===== config.mk =====
export PLATFORM = sky130hd
export DESIGN_NAME = logic_unit_arbiter
export DESIGN_NICKNAME = d
export VERILOG_FILES = /design/src/rtl/logic_unit_arbiter.sv
export SDC_FILE = /design/constraint.sdc
export NUM_CORES = 1
export LEC_CHECK = 0
export CAP_MARGIN = 20
export CORE_MARGIN = 4
export CORE_UTILIZATION = 45
export DETAILED_ROUTE_END_ITERATION = 6
export PLACE_DENSITY_LB_ADDON = 0.05
export SLEW_MARGIN = 15
export SYNTH_ARGS = -nofsm -noshare
export SYNTH_HDL_FRONTEND = slang
export SYNTH_SLANG_ARGS = --single-unit

===== constraint.sdc =====
create_clock -name clk -period 1.8 [get_ports clk]
set_input_delay 0.18 -clock clk [delete_from_list [all_inputs] [get_ports clk]]
set_output_delay 0.18 -clock clk [all_outputs]
set_load 0.1 [all_outputs]

===== src/rtl/logic_unit_arbiter.sv =====
// Round-robin arbiter that time-shares one registered bitwise logic unit among NREQ requesters.
// Each grant runs IDLE -> EXEC -> RESP and returns one tagged result under valid/ready backpressure.
module logic_unit_arbiter #(
  parameter int NREQ  = 4,
  parameter int WIDTH = 8,
  localparam int IDW  = $clog2(NREQ)
) (
  input  logic                  clk,
  input  logic                  rst,
  input  logic [NREQ-1:0]       req_valid,
  output logic [NREQ-1:0]       req_ready,
  input  logic [3*NREQ-1:0]     req_op,
  input  logic [WIDTH*NREQ-1:0] req_a,
  input  logic [WIDTH*NREQ-1:0] req_b,
  output logic                  rsp_valid,
  input  logic                  rsp_ready,
  output logic [WIDTH-1:0]      rsp_data,
  output logic [IDW-1:0]        rsp_id,
  output logic                  rsp_err,
  output logic                  busy
);

  localparam logic [1:0] IDLE = 2'd0;
  localparam logic [1:0] EXEC = 2'd1;
  localparam logic [1:0] RESP = 2'd2;

  logic [1:0]       state_q, state_d;
  logic [IDW-1:0]   rr_ptr_q, rr_ptr_d;
  logic [IDW-1:0]   w_q;
  logic [2:0]       op_q;
  logic [WIDTH-1:0] a_q, b_q;
  logic             rsp_valid_q;
  logic [WIDTH-1:0] rsp_data_q;
  logic [IDW-1:0]   rsp_id_q;
  logic             rsp_err_q;
  logic             busy_q;

  logic             any_valid;
  logic [IDW-1:0]   win;
  logic [IDW-1:0]   cand;
  int               idx;
  logic [2:0]       sel_op;
  logic [WIDTH-1:0] sel_a, sel_b;
  logic [WIDTH:0]   result;

  // Returns {err, data}; opcode 7 is the only illegal encoding.
  function automatic logic [WIDTH:0] logic_op(input logic [2:0] op,
                                              input logic [WIDTH-1:0] a,
                                              input logic [WIDTH-1:0] b);
    logic [WIDTH:0] r;
    case (op)
      3'd0:    r = {1'b0, a & b};
      3'd1:    r = {1'b0, a | b};
      3'd2:    r = {1'b0, ~a};
      3'd3:    r = {1'b0, ~(a & b)};
      3'd4:    r = {1'b0, ~(a | b)};
      3'd5:    r = {1'b0, a ^ b};
      3'd6:    r = {1'b0, ~(a ^ b)};
      default: r = {1'b1, {WIDTH{1'b0}}};
    endcase
    return r;
  endfunction

  // Search starts at rr_ptr and wraps explicitly so non-power-of-two NREQ stays in range.
  always_comb begin
    any_valid = 1'b0;
    win       = '0;
    cand      = '0;
    idx       = 0;
    for (int k = 0; k < NREQ; k++) begin
      idx = int'(rr_ptr_q) + k;
      if (idx >= NREQ) idx = idx - NREQ;
      cand = IDW'(idx);
      if (!any_valid && req_valid[cand]) begin
        any_valid = 1'b1;
        win       = cand;
      end
    end
  end

  always_comb begin
    sel_op = '0;
    sel_a  = '0;
    sel_b  = '0;
    for (int k = 0; k < NREQ; k++) begin
      if (win == IDW'(k)) begin
        sel_op = req_op[3*k +: 3];
        sel_a  = req_a[WIDTH*k +: WIDTH];
        sel_b  = req_b[WIDTH*k +: WIDTH];
      end
    end
  end

  always_comb begin
    req_ready = '0;
    if (!rst && state_q == IDLE && any_valid) req_ready[win] = 1'b1;
  end

  always_comb begin
    state_d  = state_q;
    rr_ptr_d = rr_ptr_q;
    case (state_q)
      IDLE: if (any_valid) state_d = EXEC;
      EXEC: state_d = RESP;
      RESP: begin
        if (rsp_valid_q && rsp_ready) begin
          state_d  = IDLE;
          rr_ptr_d = (w_q == IDW'(NREQ - 1)) ? '0 : w_q + IDW'(1);
        end
      end
      default: state_d = IDLE;
    endcase
  end

  assign result = logic_op(op_q, a_q, b_q);

  always_ff @(posedge clk) begin
    if (rst) begin
      state_q     <= IDLE;
      rr_ptr_q    <= '0;
      rsp_valid_q <= 1'b0;
      rsp_data_q  <= '0;
      rsp_id_q    <= '0;
      rsp_err_q   <= 1'b0;
      busy_q      <= 1'b0;
    end else begin
      state_q  <= state_d;
      rr_ptr_q <= rr_ptr_d;
      busy_q   <= (state_d != IDLE);
      if (state_q == EXEC) begin
        rsp_valid_q <= 1'b1;
        rsp_data_q  <= result[WIDTH-1:0];
        rsp_err_q   <= result[WIDTH];
        rsp_id_q    <= w_q;
      end else if (state_q == RESP && rsp_ready) begin
        rsp_valid_q <= 1'b0;
      end
    end
  end

  // Operand capture needs no reset: it is only consumed after a fresh grant.
  always_ff @(posedge clk) begin
    if (state_q == IDLE && any_valid) begin
      op_q <= sel_op;
      a_q  <= sel_a;
      b_q  <= sel_b;
      w_q  <= win;
    end
  end

  assign rsp_valid = rsp_valid_q;
  assign rsp_data  = rsp_data_q;
  assign rsp_id    = rsp_id_q;
  assign rsp_err   = rsp_err_q;
  assign busy      = busy_q;

endmodule


==> reports/metrics.cfg <==
[sta]
final.min_clock_period_ns = 1.84
finalHoldViolCount = 0
drv_slew = 0
setup_slack_ns = -0.0357
post-route-period-util = 1.02
worst_slew_pin_slew_ns = 0.470
relSlewSlack = 0.687
setup_viol_count_final = 3
whs_ns = 0.444
rsz0062_at_grt = true
clock_skew_ns = 0.0104
fmax_mhz = 545

[critical_path]
worst_ep_arrival_time_ns = 1.66
crit_chain = a21o_1 -> a21oi_2 -> o22a_2 -> buf_6 -> nor3b_4 -> buf_12
cp_slowest_cell = dfxtp_4
cp.required_ns = 1.62
slowest_delay_ns = 0.36
crit_type = flip-flop to output port
cp_top_family = compound AO/OA/AOI/OAI gates
crit_buf_inv = 2
worst-path-max-fanout = 3
cp-start-kind = flip-flop
endpoint_kind = output port

[flow_run]
max_cap_viol_count = 0

[placed_design]
dp_hpwl_um = 5050
gp_congestion = 0.780
portBuffers = 99
preCtsSetupSlack_ns = -0.256

[clocking]
ctsHoldBuffers = 0
cts_buffers = 5
cts_tree = yes
insertion_delay_ns = 0.29
clk_pin_slew_ns = 0.08
cts_sinks = 38
cts_root_buf = clkbuf_8
ctsLongestPathBuffers = 2
h-tree-depth = 2

[synthesis]
synth_top_cell_by_area = mux2i_1
synth_compound_area_frac = 0.127
synthAdderAreaFrac = 0.0782
seq_area_frac_synth = 0.357
muxShareOfSynthArea = 0.251
synth.avg_cell_area_um2 = 10.0
synth_area_um2 = 2720
yosys_warnings = 0
synth.distinct_cells = 39
yosys-top-cells-area = mux2i_1 25%, edfxtp_1 23%, dfxtp_1 13%, ha_1 7.8%, inv_1 3.2%
yosys.area.top_type_share = 0.246
synth-seq-cells = 38
syn-num-nets = 371
yosys.area_share.simple = 0.106
synth_cells = 271
synth_xor_area_frac = 0
synth_top_family_by_area = multiplexers

[floorplanning]
core_um2 = 5890
start_util = 0.462
pin_count = 100
die_y_um = 85.8
die_x_um = 85.8
rows = 28
die-area_um2 = 7360

[outcome]
violations = setup timing
run_status = complete, but fails checks

[cells_and_area]
syn_to_final_growth_pct = 53.9
final_util = 0.712
nets = 490
drive_gt1_frac = 0.184
diodes = 0

[drt]
wl_um = 6720
drc = 0
wl_per_cell_um = 14.4
vias_per_cell = 5.15
ant_nets = 0
num_vias = 2400
dr.pass1.iters = 4
drt_iter0_markers = 81

[global_routing]
grt_pass1_wl_um = 10600
grt_usage = 0.179
grt_max_degree = 30
antenna_found_initial = 0
overflow = 0
grt_pass1_vias = 2311

[worst_hold_path]
hold_class = flip-flop to flip-flop

[power]
ir_drop_mv = 0.470
p_leak_nw = 1.76
power_density_nw_per_um2 = 774

-- cell families after synthesis --
family | Yosys count
flops | 38
compound gates | 50
simple gates | 60
mux | 68
buf+inv | 38
fa+ha+maj | 17
-- layout by cell type, fill, tap and decap left out, types with 3 or more instances in the layout --
cell type         n
clkbuf_16         3
o22ai_1           5
a22oi_1           3
nor3_1            5
dlygate4sd2_1     4
mux2i_1          65
edfxtp_1         21
a21oi_1           9
nor2_1           12
inv_1            23
dfxtp_1          13
clkbuf_8          5
nand2_1          20
ha_1             17
buf_12            9
buf_6             3
nand2b_1          7
o221ai_1          3
buf_4            30
a22o_1            4
clkdlybuf4s50_1  78
nor2b_1           4
o21ai_1           7
-- worst reg2reg max path, cell delays in order (launching register included) --
cell and delay, ns:
dfxtp_4 0.36, a21o_1 0.17, a21oi_2 0.12, o22a_2 0.18, buf_4 0.18, clkbuf_16 0.21, mux2i_1 0.19, mux2i_1 0.10
-- metrics by stage --
step | instances | power, mW | instance area, um2 | setup TNS (ns)
2_1_floorplan | 271 | 2.08 | 2760 | -0.630
6_report | 466 | 3.24 | 4190 | -0.0769
5_1_grt | 466 | 3.43 | 4190 | -0.701
3_5_place_dp | 449 | 2.55 | 3930 | -4.32
4_1_cts | 464 | 3.24 | 4120 | -0.0863
3_3_place_gp | 449 | 2.52 | 3930 | -3.44
-- power by group --
part	switching (mW)	internal (mW)	leakage, nW	total, mW
sequential	0.102	1.07	0.350	1.17
combinational	0.771	0.640	1.36	1.41
clock	0.310	0.352	0.0561	0.662
total	1.18	2.06	1.76	3.24
-- cells in the mapped netlist, drive strengths merged --
cell,count
nor2,13
o22ai,7
and3,1
o221ai,3
nand2b,7
and2b,1
o32ai,1
o41ai,2
a32oi,2
buf,11
ha,17
a21o,1
o22a,3
o21ai,7
or2,1
inv,24
a22o,4
a211oi,2
clkbuf,3
a22oi,3
nor4,1
a31oi,2
mux2i,67
nor3b,3
nor2b,5
dfxtp,17
nand3,2
nand2,20
nor3,6
mux2,1
o211ai,2
a21oi,11
edfxtp,21
-- worst paths after layout --
| check | slack [ns] | depth (start not counted) | endpoint | start |
|---|---|---|---|---|
| max | -0.04 | 6 | req_ready[2] | rr_ptr_q[1] |
| min | 0.44 | 2 | rsp_data[3] | rsp_data[3] |
| max reg2reg | 0.03 | 7 | b_q[1] | rr_ptr_q[1] |
| min reg2reg | 0.44 | 2 | rsp_data[3] | rsp_data[3] |
-- routing by layer --
layer,vias to the layer above,track usage,part of all wire
li1,1221,-,-
met1,1085,0.228,0.46
met2,88,0.298,0.46
met3,6,0.0500,0.076
met4,0,0.0446,0.0098
met5,-,0,0
-- registers in the layout (all words and copies together), names as in the netlist --
name and count:
busy 1, w_q 2, b_q 8, op_q 3
rsp_data 8, rr_ptr_q 2, rsp_valid 1, rsp_id 2
rsp_err 1, state_q 2, a_q 8
-- layout make-up --
class | count | area [um2]
Clock buffer | 6 | 93.8
Clock inverter | 2 | 10.0
Fill cell | 468 | 1700
Inverter | 24 | 90.1
Multi-Input combinational cell | 195 | 1620
Sequential cell | 38 | 981
Tap cell | 75 | 93.8
Timing Repair Buffer | 126 | 1310
-- repair_timing --
| item | CTS | global route |
|---|---|---|
| cloned | 0 | 2 |
| buffers inserted | 7 | 0 |
| pin swaps | 7 | 2 |
| endpoints found under the setup margin | 4 | 21 |
| resized for setup | 17 | 4 |
Note: power is estimated with default switching activity, not from simulation.
